### src/rtl/traffic_phase_sched.sv
// traffic_phase_sched: timed two-road phase scheduler with min/max green, pedestrian walk phase
// and optional emergency preemption (enabled by defining EMERG_PREEMPT_EN, which adds the emerg port).
module traffic_phase_sched #(
    parameter int GREEN_MIN = 8,
    parameter int GREEN_MAX = 20,
    parameter int YELLOW_T  = 3,
    parameter int ALLRED_T  = 1,
    parameter int WALK_T    = 6,
    parameter int CNT_W     = 8
) (
    input  logic       clk,
    input  logic       rst,
    input  logic       ta,
    input  logic       tb,
    input  logic       ped_req,
`ifdef EMERG_PREEMPT_EN
    input  logic       emerg,
`endif
    output logic [1:0] la,
    output logic [1:0] lb,
    output logic       walk,
    output logic       ped_ack,
    output logic [2:0] phase
);
    localparam logic [2:0] A_GREEN   = 3'd0;
    localparam logic [2:0] A_YELLOW  = 3'd1;
    localparam logic [2:0] ALLRED_AB = 3'd2;
    localparam logic [2:0] B_GREEN   = 3'd3;
    localparam logic [2:0] B_YELLOW  = 3'd4;
    localparam logic [2:0] ALLRED_BA = 3'd5;
    localparam logic [2:0] PED_WALK  = 3'd6;
    localparam logic [2:0] PREEMPT   = 3'd7;

    // Timer values on the last cycle of each timed phase
    localparam logic [CNT_W-1:0] G_MIN  = CNT_W'(GREEN_MIN - 1);
    localparam logic [CNT_W-1:0] G_MAX  = CNT_W'(GREEN_MAX - 1);
    localparam logic [CNT_W-1:0] Y_END  = CNT_W'(YELLOW_T - 1);
    localparam logic [CNT_W-1:0] AR_END = CNT_W'(ALLRED_T - 1);
    localparam logic [CNT_W-1:0] W_END  = CNT_W'(WALK_T - 1);

    logic [2:0]       st, nxt;
    logic [CNT_W-1:0] timer;
    logic             ped_pending;
    logic             last_road;
    logic             emg;

`ifdef EMERG_PREEMPT_EN
    assign emg = emerg;
`else
    assign emg = 1'b0;
`endif

    // State, saturating phase timer, latched pedestrian request and last-served road
    always_ff @(posedge clk) begin
        if (rst) begin
            st          <= A_GREEN;
            timer       <= '0;
            ped_pending <= 1'b0;
            last_road   <= 1'b0;
        end else begin
            st          <= nxt;
            timer       <= (nxt != st) ? '0 : (&timer) ? timer : timer + CNT_W'(1);
            ped_pending <= (nxt == PED_WALK && st != PED_WALK) ? 1'b0 :
                           (ped_req && st != PED_WALK) ? 1'b1 : ped_pending;
            last_road   <= (st == A_GREEN) ? 1'b0 : (st == B_GREEN) ? 1'b1 : last_road;
        end
    end

    // Next-state: green arbitration on sensors/requests, fixed-length clearance phases
    always_comb begin
        nxt = st;
        case (st)
            A_GREEN:   if (emg || (timer >= G_MIN && (tb || ped_pending) && (!ta || timer >= G_MAX)))
                           nxt = A_YELLOW;
            A_YELLOW:  if (timer >= Y_END) nxt = ALLRED_AB;
            ALLRED_AB: if (timer >= AR_END) nxt = emg ? PREEMPT : ped_pending ? PED_WALK : B_GREEN;
            B_GREEN:   if (emg || (timer >= G_MIN && (!tb || ped_pending || timer >= G_MAX)))
                           nxt = B_YELLOW;
            B_YELLOW:  if (timer >= Y_END) nxt = ALLRED_BA;
            ALLRED_BA: if (timer >= AR_END) nxt = emg ? PREEMPT : ped_pending ? PED_WALK : A_GREEN;
            PED_WALK:  if (timer >= W_END) nxt = emg ? PREEMPT : last_road ? A_GREEN : B_GREEN;
`ifdef EMERG_PREEMPT_EN
            PREEMPT:   if (!emg) nxt = A_GREEN;
`endif
            default:   nxt = A_GREEN;
        endcase
    end

    // Moore outputs decoded from the registered state
    always_comb begin
        la      = (st == A_GREEN) ? 2'b10 : (st == A_YELLOW) ? 2'b01 : 2'b00;
        lb      = (st == B_GREEN) ? 2'b10 : (st == B_YELLOW) ? 2'b01 : 2'b00;
        walk    = (st == PED_WALK);
        ped_ack = (st == PED_WALK) && (timer == '0);
        phase   = st;
    end
endmodule

### config.mk
export PLATFORM = sky130hd
export DESIGN_NAME = traffic_phase_sched
export DESIGN_NICKNAME = d
export VERILOG_FILES = /design/src/rtl/traffic_phase_sched.sv
export SDC_FILE = /design/constraint.sdc
export NUM_CORES = 1
export LEC_CHECK = 0
export BUFFER_PORTS_ARGS = -buffer_cell sky130_fd_sc_hd__buf_2
export CAP_MARGIN = 30
export CORE_MARGIN = 3
export CORE_UTILIZATION = 47
export DETAILED_ROUTE_END_ITERATION = 10
export PLACE_DENSITY_LB_ADDON = 0.08
export SLEW_MARGIN = 20
export SYNTH_ARGS = -nofsm -noshare
export SYNTH_HDL_FRONTEND = slang
export SYNTH_SLANG_ARGS = --single-unit
### constraint.sdc
create_clock -name clk -period 2.11 [get_ports clk]
set_clock_uncertainty 0.05 [all_clocks]
set_input_delay 0.3165 -clock clk [delete_from_list [all_inputs] [get_ports clk]]
set_output_delay 0.3165 -clock clk [all_outputs]
set_load 0.01 [all_outputs]
# [Word level (Yosys, flattened, before mapping)]
# Cells that the tools add are included.
[totals] register_bits=13 latch_bits=0 ramBits=0 mem_bits_ro=0 input_bits=5 output_inout_bits=9 wordCells=52 memories=0
[op_classes] n_addsub=1 multipliers=0 div=0 n_lt_le_gt_ge=5 n_eq_ne=9 shift=0 muxes=15 bitwise=0 reduce_logical=18
[op_table] op="3-bit two-way mux" n=9
[op_table] op="3-bit case mux with 7 select lines" n=1
[op_table] op="8-bit by 3-bit greater-or-equal comparator with 1-bit output, second input constant" n=2
[op_table] op="3-bit == test, second input constant" n=4
[op_table] op="8-bit by 1-bit adder with 8-bit output, second input constant" n=1
[op_table] op="8-bit by 1-bit greater-or-equal comparator with 1-bit output, second input constant" n=1
[op_table] op="8-bit by 2-bit greater-or-equal comparator with 1-bit output, second input constant" n=1
[op_table] op="8-bit by 5-bit greater-or-equal comparator with 1-bit output, second input constant" n=1
[op_table] op="8-bit logical NOT" n=1
[op_table] op="8-bit AND reduction" n=1
[op_table] op="3-bit by 2-bit == test with 1-bit output, second input constant" n=2
[op_table] op="1-bit logical AND" n=6
[op_table] op="2-bit two-way mux" n=3
[op_table] op="2-bit OR reduction" n=3
[op_table] op="1-bit logical OR" n=4
[op_table] op="3-bit by 1-bit == test with 1-bit output, second input constant" n=1
[op_table] op="3-bit logical NOT" n=1
[op_table] op="3-bit != test" n=1
[op_table] op="3-bit != test, second input constant" n=1
[op_table] op="1-bit logical NOT" n=2
[op_table] op="1-bit two-way mux" n=2

# [Depth between registers and ports, before layout]
# Gate-level depths: netlist of run 1.
[logic_depth] word_depth=9 mapped_depth=7 depth_no_buf=7

# [Worst setup path after synthesis of run 1]
# No wires, ideal clock.
[synth_timing] path_type="reg-to-reg" startpoint="reg timer[1]" endpoint="reg timer[1]" setup_time_ns=0.121 arrival_ns=1.653 required_ns=1.939 setup_slack_ns=0.286 path_stages_with_launch=8 path_buffers=1 period_less_slack_ns=1.824 cell_sequence="dfxtp_1 -> ha_1 -> nand2_1 -> or3_1 -> clkbuf_1 -> mux2_2 -> o21ai_0 -> o21ai_1"
[synth_via] elab_chain_len=7 word_cells_on_any_way=22 classes_between="add/sub (1); order compare (5); eq/ne (1); mux (8); reduce/logical (7)"
[synth_rtl] element="start: declaration" line_no="42" text="logic [CNT_W-1:0] timer;"
[synth_rtl] element="start signal: assignment" line_no="62" text="timer <= (nxt != st) ? '0 : (&timer) ? timer : timer + CNT_W'(1);"
[synth_rtl] element="8-bit by 5-bit greater-or-equal comparator with 1-bit output or 8-bit by 3-bit greater-or-equal comparator with 1-bit output (tied branches)" line_no="73, 77"
[synth_rtl] element="1-bit logical OR, or another cell as far along" line_no="77" text="B_GREEN: if (emg || (timer >= G_MIN && (!tb || ped_pending || timer >= G_MAX)))"
[synth_rtl] element="1-bit logical AND (on tied branches)" line_no="77, 73"
[synth_rtl] element="3-bit two-way mux (on tied branches)" line_no="77, 73"
[synth_rtl] element="3-bit case mux with 7 select lines" line_no="72" text="case (st)"
[synth_rtl] element="3-bit != test" line_no="62"
[synth_rtl] element="2-bit OR reduction (no line)"
# Parallel ways exist; a longest one is shown, timed or not.
# A chain may end at the register's enable or synchronous reset.

# [Final worst setup path of run 1]
[layout_timing] startpoint="reg timer[1]" endpoint="reg timer[2]"
# The elaborated chain is that of the path after synthesis.

==> flow_summary.toml, run 1 <==
[global_route]
grt_overflow_total = 0
grt_pass1_vias = 826
grt_pass1_wl_um = 3840
grt_max_degree = 14
antenna_found_initial = 0
track_usage_pct = 19.0

[clock_tree]
cts_root_buffer = "clkbuf_4"
numClockSinks = 13
hold_buffers = 0
insertion_delay_ns = 0.28
cts.clk_slew.worst_paths_ns = 0.09
h-tree-depth = 1
cts_buffers = 3
cts_buffer_depth = 2
cts_tree = "done"

[placement]
placed_area_mm2 = 0.00113
dp_hpwl_um = 1820
io_buffer_count = 13
place_congestion = 0.872

[setup_path]
crit_arrival_ns = 2.14
critPathCaptureType = "flip-flop"
startpoint = "timer[1]"
reg2regPathDepth = 6
r2r_start = "timer[1]"
crit_type = "reg2reg"
r2r_slack_ns = 0.14
r2r-end = "timer[2]"
max_stage_delay_ns = 0.50
slowest_stage = "or3_1"
cp.required_ns = 2.28
startpoint_type = "flip-flop"
cp_cell_sequence = "ha_2 > nand2_1 > or3_1 > a21oi_1 > nand3_1 > o21ai_1"
setup.worst_path.end = "timer[2]"
path_max_fanout = 7

[synthesis]
yosysWarnings = 0
synth_nets = 136
syn_area_mm2 = 0.00102
synth.avg_cell_area_um2 = 8.00
synth_flop_cell = "dfxtp_1"
syn_inst = 127
yosysSeqAreaShare_pct = 25.6
synth-edff-count = 0
ys_types = 41
ys_ff_latch = 13
synthArstFlopShare_pct = 0

[floorplan]
die_x_um = 52.5
fp-row-count = 16
io_pins = 14
die_area_mm2 = 0.00276
core_mm2 = 0.00200
initial_utilization_pct = 50.7
die-height_um = 52.5

[timing]
tns_ns = 0
relSlewSlack_pct = 65.2
maxSlewViolCount = 0
rsz0062_at_grt = "no"
fmax_ghz = 0.507
fin_crit_sh_pct = 93.5
setup_violations = 0
hold_viol_final = 0
holdWs_ns = 0.303
timing.final.crit_period_ns = 1.97
tightest_slew_ns = 0.518

[power]
finalPower_w = 0.000511
ir_drop_uv = 349
p_leak_nw = 0.463
p_per_area_mw_per_mm2 = 439

[drt]
drt-initial-drc-count = 53
avgRoutedWirePerCell_um = 13.9
vias_per_cell = 5.87
vias = 1010
firstDrtPassIters = 4
ant_nets = 0
drt-total-wl_um = 2390
drc = 0

[final_layout]
mostFrequentLayoutCells = "nand3_1, nor2_1, buf_2"
antennaDiodeCount = 0
finalNetCount = 155
final_common_cell = "nand3_1"
final_area_mm2 = 0.00116
synthToLayoutAreaGrowth_pct = 14.7
drive_gt1_share_pct = 24.1

[hold_path]
hp-class = "in2reg"
hp-start = "rst"

[status]
status = "finished, final reports clean"

[flow_run]
maxCapViolCount = 0
-- routing by layer --
| metal | GRT usage, % | vias up | part of all wire, % | wire length, um |
|---|---|---|---|---|
| met3 | 3.70 | 4 | 7.0 | 167 |
| met2 | 25.8 | 36 | 42 | 1000 |
| met4 | 7.66 | 0 | 1.0 | 24 |
| li1 | - | 510 | - | - |
| met1 | 28.7 | 460 | 50 | 1200 |
| met5 | 0 | - | 0 | 0 |
-- Yosys cell counts, types with 2 or more instances --
| cell | count | share of area [%] |
|---|---|---|
| nor4_1 | 2 | 1.2 |
| and2_1 | 2 | 1.2 |
| o21ai_1 | 4 | 2.0 |
| nor3_1 | 4 | 2.0 |
| o2111ai_1 | 4 | 3.4 |
| a31oi_1 | 5 | 3.1 |
| mux2_2 | 2 | 2.2 |
| dfxtp_1 | 13 | 26 |
| buf_2 | 2 | 0.99 |
| nor2_1 | 14 | 5.2 |
| ha_1 | 4 | 4.9 |
| nor2b_1 | 4 | 2.5 |
| nand2b_1 | 2 | 1.2 |
| nand2_1 | 7 | 2.6 |
| nand3_1 | 16 | 7.9 |
| a21oi_1 | 5 | 2.5 |
| inv_1 | 8 | 3.0 |
| o21ai_0 | 6 | 3.0 |
-- cell families after synthesis --
logic type,after synthesis,synth area share (%)
mux,3,3.57
xor+xnor,1,0.862
compound gates,35,27.3
simple gates,59,33.0
fa+ha+maj,4,4.93
buf+inv,12,4.68
flops,13,25.6
-- power by group --
group | internal, W | switching, W
clock | 0.0000734 | 0.0000845
sequential | 0.000254 | 0.0000161
combinational | 0.0000361 | 0.0000476
-- worst max-delay path, delay by kind of cell (launching register included) --
family | cells | cell delay (ns)
adders and majority gates | 1 | 0.27
and+or+nand+nor | 3 | 0.73
DFF | 1 | 0.45
AOI/OAI and AO/OA | 2 | 0.42
-- worst min-delay path by stage --
stage	endpoint	slack (ns)	cells past startpoint
floorplan	last_road	0.43	2
global placement	last_road	0.47	2
detailed placement	last_road	0.47	2
CTS	last_road	0.30	2
global route	last_road	0.29	2
finish	phase[2]	0.30	2
-- layout make-up --
| cell class | instances | area (um2) |
|---|---|---|
| fillers | 191 | 837 |
| inverters | 8 | 30.0 |
| multi-input cells | 102 | 711 |
| flip-flops and latches | 13 | 262 |
| well taps | 27 | 33.8 |
| clock buffers | 4 | 26.3 |
| repair buffers | 18 | 103 |
-- flip-flops by register name, summed over array words and instances (netlist names) --
signal	cells
last_road	1
ped_pending	1
phase	3
timer	8
-- metrics by stage --
step                      setup WS, ns  cells  utilization, %
after floorplan                  0.286    127               -
after detailed placement         0.146    167            56.3
after global placement           0.171    167            56.3
after CTS                       0.0579    171            57.6
final                            0.138    172            58.2
after global routing            0.0257    172            58.2
-- what timing repair did --
| item | in CTS | in global routing |
|---|---|---|
| gates resized for setup | 0 | 2 |
| setup buffers | 0 | 1 |
| endpoints found under the setup margin | 0 | 6 |
(Power assumes the default switching activity.)
==> inputs of run 2 (changes only) <==
--- a/config.mk
+++ b/config.mk
@@ -7,7 +7,7 @@
 export LEC_CHECK = 0
 export BUFFER_PORTS_ARGS = -buffer_cell sky130_fd_sc_hd__buf_2
 export CAP_MARGIN = 30
-export CORE_MARGIN = 3
+export CORE_MARGIN = 4
 export CORE_UTILIZATION = 47
 export DETAILED_ROUTE_END_ITERATION = 10
 export PLACE_DENSITY_LB_ADDON = 0.08
==> flow_summary.toml, run 2 (synthesized netlist as in run 1, its figures left out) <==
[floorplan]
core_mm2 = 0.00200
fp-row-count = 16
die_area_mm2 = 0.00297
initial_utilization_pct = 50.7
io_pins = 14
die_x_um = 54.5
die-height_um = 54.5

[global_route]
grt_overflow_total = 0
track_usage_pct = 20.2
grt_pass1_vias = 928
grt_pass1_wl_um = 4330
grt_max_degree = 14
antenna_found_initial = 0

[placement]
io_buffer_count = 13
place_congestion = 0.865
placed_area_mm2 = 0.00113
dp_hpwl_um = 1870

[clock_tree]
insertion_delay_ns = 0.27
cts_root_buffer = "clkbuf_4"
numClockSinks = 13
hold_buffers = 0
cts.clk_slew.worst_paths_ns = 0.08
cts_tree = "done"
cts_buffer_depth = 2
h-tree-depth = 1
cts_buffers = 3

[final_layout]
largest_reg_flops = 8
finalCoreUtilization_pct = 60.1
top_register = "timer"
final_common_cell = "nand3_1"
finalNetCount = 157
antennaDiodeCount = 0
synthToLayoutAreaGrowth_pct = 18.3
final_area_mm2 = 0.00120
mostFrequentLayoutCells = "nand3_1, nor2_1, buf_2"
drive_gt1_share_pct = 26.5

[setup_path]
cp.required_ns = 2.23
crit_arrival_ns = 2.15
cp_cell_sequence = "ha_1 > nand2_1 > nand3_1 > a211o_1 > nand3_4 > o31a_1"
slowest_stage = "dfxtp_1"
max_stage_delay_ns = 0.45
critPathCaptureType = "flip-flop"
startpoint_type = "flip-flop"
cp.buffers_inverters = 0
cp_top_family = "compound AO/OA/AOI/OAI gates"
r2r_start = "timer[1]"
startpoint = "timer[1]"
path_max_fanout = 7
crit_type = "reg2reg"

[timing]
maxSlewViolCount = 0
timing.final.crit_period_ns = 2.03
relSlewSlack_pct = 63.4
fin_crit_sh_pct = 96.3
fmax_ghz = 0.492
tns_ns = 0
setup_violations = 0
rsz0062_at_grt = "yes"
tightest_slew_ns = 0.545
hold_viol_final = 0

[hold_path]
hp-start = "rst"
hp-class = "in2reg"

[status]
status = "finished, final reports clean"

[drt]
vias_per_cell = 6.11
ant_nets = 0
drt-initial-drc-count = 35
vias = 1064
drc = 0
drt-total-wl_um = 2600
firstDrtPassIters = 4
avgRoutedWirePerCell_um = 14.9

[power]
p_leak_nw = 0.493
p_per_area_mw_per_mm2 = 425
finalPower_w = 0.000511
ir_drop_uv = 508

[flow_run]
maxCapViolCount = 0
run 2: cell count changes in the layout (fill, tap and decap cells not counted), sizes merged:
cell,change
buf,+1
nand3,+1
run 2: layer usage:
metal / global-route usage [%] / part of all wire, % / routed length (um)
met1: 30.4 / 49 / 1270
met3: 3.81 / 4.3 / 111
met5: 0 / 0 / 0
met2: 28.3 / 46 / 1180
met4: 7.05 / 1.5 / 40
run 2: final timing paths:
check,depth (start not counted),endpoint,slack [ns]
hold reg to reg,2,last_road,0.49
hold / removal,2,phase[2],0.31
setup reg to reg,6,phase[0],0.08
setup / recovery,6,phase[0],0.08
run 2: where the power goes:
| group | leakage [nW] | switching (W) | total [W] | internal [W] |
|---|---|---|---|---|
| Sequential | 0.106 | 0.0000162 | 0.000270 | 0.000254 |
| Combinational | 0.372 | 0.0000511 | 0.0000898 | 0.0000387 |
| Clock | 0.0150 | 0.0000775 | 0.000151 | 0.0000732 |
| Total | 0.493 | 0.000145 | 0.000511 | 0.000366 |
run 2: area by class of cell:
type | instances | area [um2]
fillers | 186 | 800
multi-input cells | 103 | 739
flip-flops and latches | 13 | 263
repair buffers | 19 | 110
well taps | 27 | 33.8
inverters | 8 | 30.0
clock buffers | 4 | 26.3
run 2: worst reg2reg max path: stages, from the launching register on:
cell and delay, ns:
dfxtp_1 0.45, ha_1 0.28, nand2_1 0.13, nand3_1 0.23, a211o_1 0.31, nand3_4 0.15, o31a_1 0.32
run 2: repair_timing:
item / in CTS / in global routing
setup buffers: 0 / 2
resized for setup: 0 / 5
endpoints found under the setup margin: 0 / 10
run 2: metrics by stage:
stage                     hold WS [ns]  setup slack (ns)  cells
after detailed placement         0.469             0.126    167
after global placement           0.468             0.172    167
final                            0.308            0.0787    174
after global routing             0.300          -0.00909    174
after floorplan                  0.427             0.286    127
after CTS                        0.298            0.0618    171
==> inputs of run 3 (changes only) <==
--- a/config.mk
+++ b/config.mk
@@ -5,6 +5,7 @@
 export SDC_FILE = /design/constraint.sdc
 export NUM_CORES = 1
 export LEC_CHECK = 0
+export ABC_AREA = 1
 export BUFFER_PORTS_ARGS = -buffer_cell sky130_fd_sc_hd__buf_2
 export CAP_MARGIN = 30
 export CORE_MARGIN = 4
==> flow_summary.toml, run 3 <==
[timing]
timing.final.crit_period_ns = 1.86
tightest_slew_ns = 0.317
fin_ws_ns = 0.251
hold_viol_final = 0
fin_crit_sh_pct = 88.1
rsz0062_at_grt = "no"
tns_ns = 0
setup_violations = 0
fmax_ghz = 0.538
maxSlewViolCount = 0
relSlewSlack_pct = 78.7

[global_route]
grt_busiest_layer = "met2"
met2_usage_pct = 28.2
grt_overflow_total = 0
grt_max_degree = 9
met1_usage_pct = 25.4
grt_pass1_vias = 904
grt_pass1_wl_um = 3870
antenna_found_initial = 0
track_usage_pct = 18.2
use_met3_pct = 3.32

[final_layout]
mostFrequentLayoutCells = "nand2_1, inv_1, nor2_1"
synthToLayoutAreaGrowth_pct = 12.7
top_register = "timer"
drive_gt1_share_pct = 28.5
final_common_cell = "nand2_1"
antennaDiodeCount = 0
largest_reg_flops = 8
finalNetCount = 182

[drt]
firstDrtPassIters = 4
drt-total-wl_um = 2230
avgRoutedWirePerCell_um = 11.2
drt-initial-drc-count = 36
ant_nets = 0
drc = 0
vias_per_cell = 5.07
vias = 1008

[clock_tree]
cts_setup_buffers = 0
cts.clk_slew.worst_paths_ns = 0.09
cts_resized = 0
numClockSinks = 13
cts_root_buffer = "clkbuf_4"
hold_buffers = 0
cts_tree = "done"
cts_buffers = 3
cts_buffer_depth = 2
h-tree-depth = 1
insertion_delay_ns = 0.28

[setup_path]
setup.worst_path.end = "timer[3]"
reg2regPathDepth = 14
crit_type = "reg2reg"
startpoint_type = "flip-flop"
critPathCaptureType = "flip-flop"
r2r_slack_ns = 0.25
r2r-end = "timer[3]"
path_max_fanout = 8
cp.required_ns = 2.22
crit_arrival_ns = 1.97
startpoint = "timer[0]"
r2r_start = "timer[0]"

[flow_run]
maxCapViolCount = 0

[synthesis]
synth-edff-count = 0
synth.avg_cell_area_um2 = 6.43
synth_top_area_cell = "dfxtp_1"
synth_nets = 164
yosysSeqAreaShare_pct = 26.1
synth_common_cells = "nand2_1, inv_1, nor2_1"
yosysWarnings = 0
ys_ff_latch = 13
synth_area_leaders = "dfxtp_1, nand2_1, inv_1"
synth_flop_cell = "dfxtp_1"
yosysMostFrequentCell = "nand2_1"
synthArstFlopShare_pct = 0
ys_types = 20
syn_inst = 155
yosysTopAreaCellShare_pct = 26.1
syn_area_um2 = 997

[power]
clkPwrFrac_pct = 30.4
power.internal_w = 0.000361
p_leak_nw = 0.556
power.switching_w = 0.000150
combPwrFrac_pct = 17.6
p_sw_share_pct = 29.4
p_per_area_mw_per_mm2 = 456
ir_drop_uv = 309
p_seq_share_pct = 52.0
finalPower_w = 0.000512

[placement]
io_buffer_count = 13
dp_hpwl_um = 1800
place_ws_ns = 0.193
place_congestion = 0.922

[hold_path]
hp-start = "rst"
hp-class = "in2reg"

[floorplan]
io_pins = 14
die_x_um = 54.1
fp-row-count = 16
initial_utilization_pct = 50.3
die_area_mm2 = 0.00292
core_mm2 = 0.00198
die-height_um = 54.1

[status]
status = "finished, final reports clean"
-- run 3: worst min-delay path by stage --
stage / to / depth (start not counted) / slack, ns
finish: phase[0] / 2 / 0.24
floorplan: phase[0] / 1 / 0.34
CTS: phase[2] / 2 / 0.22
global placement: last_road / 2 / 0.42
global route: phase[0] / 2 / 0.24
detailed placement: last_road / 2 / 0.42
-- run 3: cell families after synthesis --
| kind of cell | share of synthesized area (%) |
|---|---|
| flops | 26.1 |
| fa+ha+maj | 5.02 |
| compound gates | 6.77 |
| buf+inv | 10.5 |
| xor+xnor | 3.51 |
| simple gates | 48.1 |
-- run 3: layout make-up --
cell class	count	area, um2
clock buffer	4	26.3
timing repair buffer	13	65.1
tap	27	33.8
fill	200	858
inverter	28	105
multi-input combinational	114	632
sequential	13	262
-- run 3: power by group through the flow --
stage | sequential [W] | clock [W] | combinational (W)
finish | 0.000266 | 0.000156 | 0.0000902
global route | 0.000269 | 0.000174 | 0.000106
CTS | 0.000266 | 0.000161 | 0.0000910
detailed placement | 0.000271 | 0 | 0.0000905
global placement | 0.000270 | 0 | 0.0000894
floorplan | 0.000268 | 0 | 0.0000708
-- run 3: layer usage --
metal | wire length [um] | share of wire, %
met1 | 1120 | 50
met2 | 959 | 43
met4 | 12 | 0.54
met5 | 0 | 0
met3 | 133 | 6.0
-- run 3: critical path: stages (launching register included) --
cell     delay (ns)
dfxtp_2        0.37
inv_1          0.08
ha_1           0.20
nor2_1         0.09
nand2_1        0.07
nor2_1         0.13
nor2_1         0.06
nor2_1         0.08
nand2_1        0.07
nor2_2         0.14
nand2_1        0.07
nand2_1        0.05
nand2_1        0.09
nand2_4        0.16
nor2_2         0.05
-- run 3: per-stage QoR --
step,hold WS [ns],instances,util (%),area (um2)
finish,0.236,199,56.7,1120
global placement,0.421,195,55.3,1100
detailed placement,0.425,195,55.3,1100
CTS,0.220,199,56.6,1120
floorplan,0.336,155,-,997
global route,0.239,199,56.7,1120
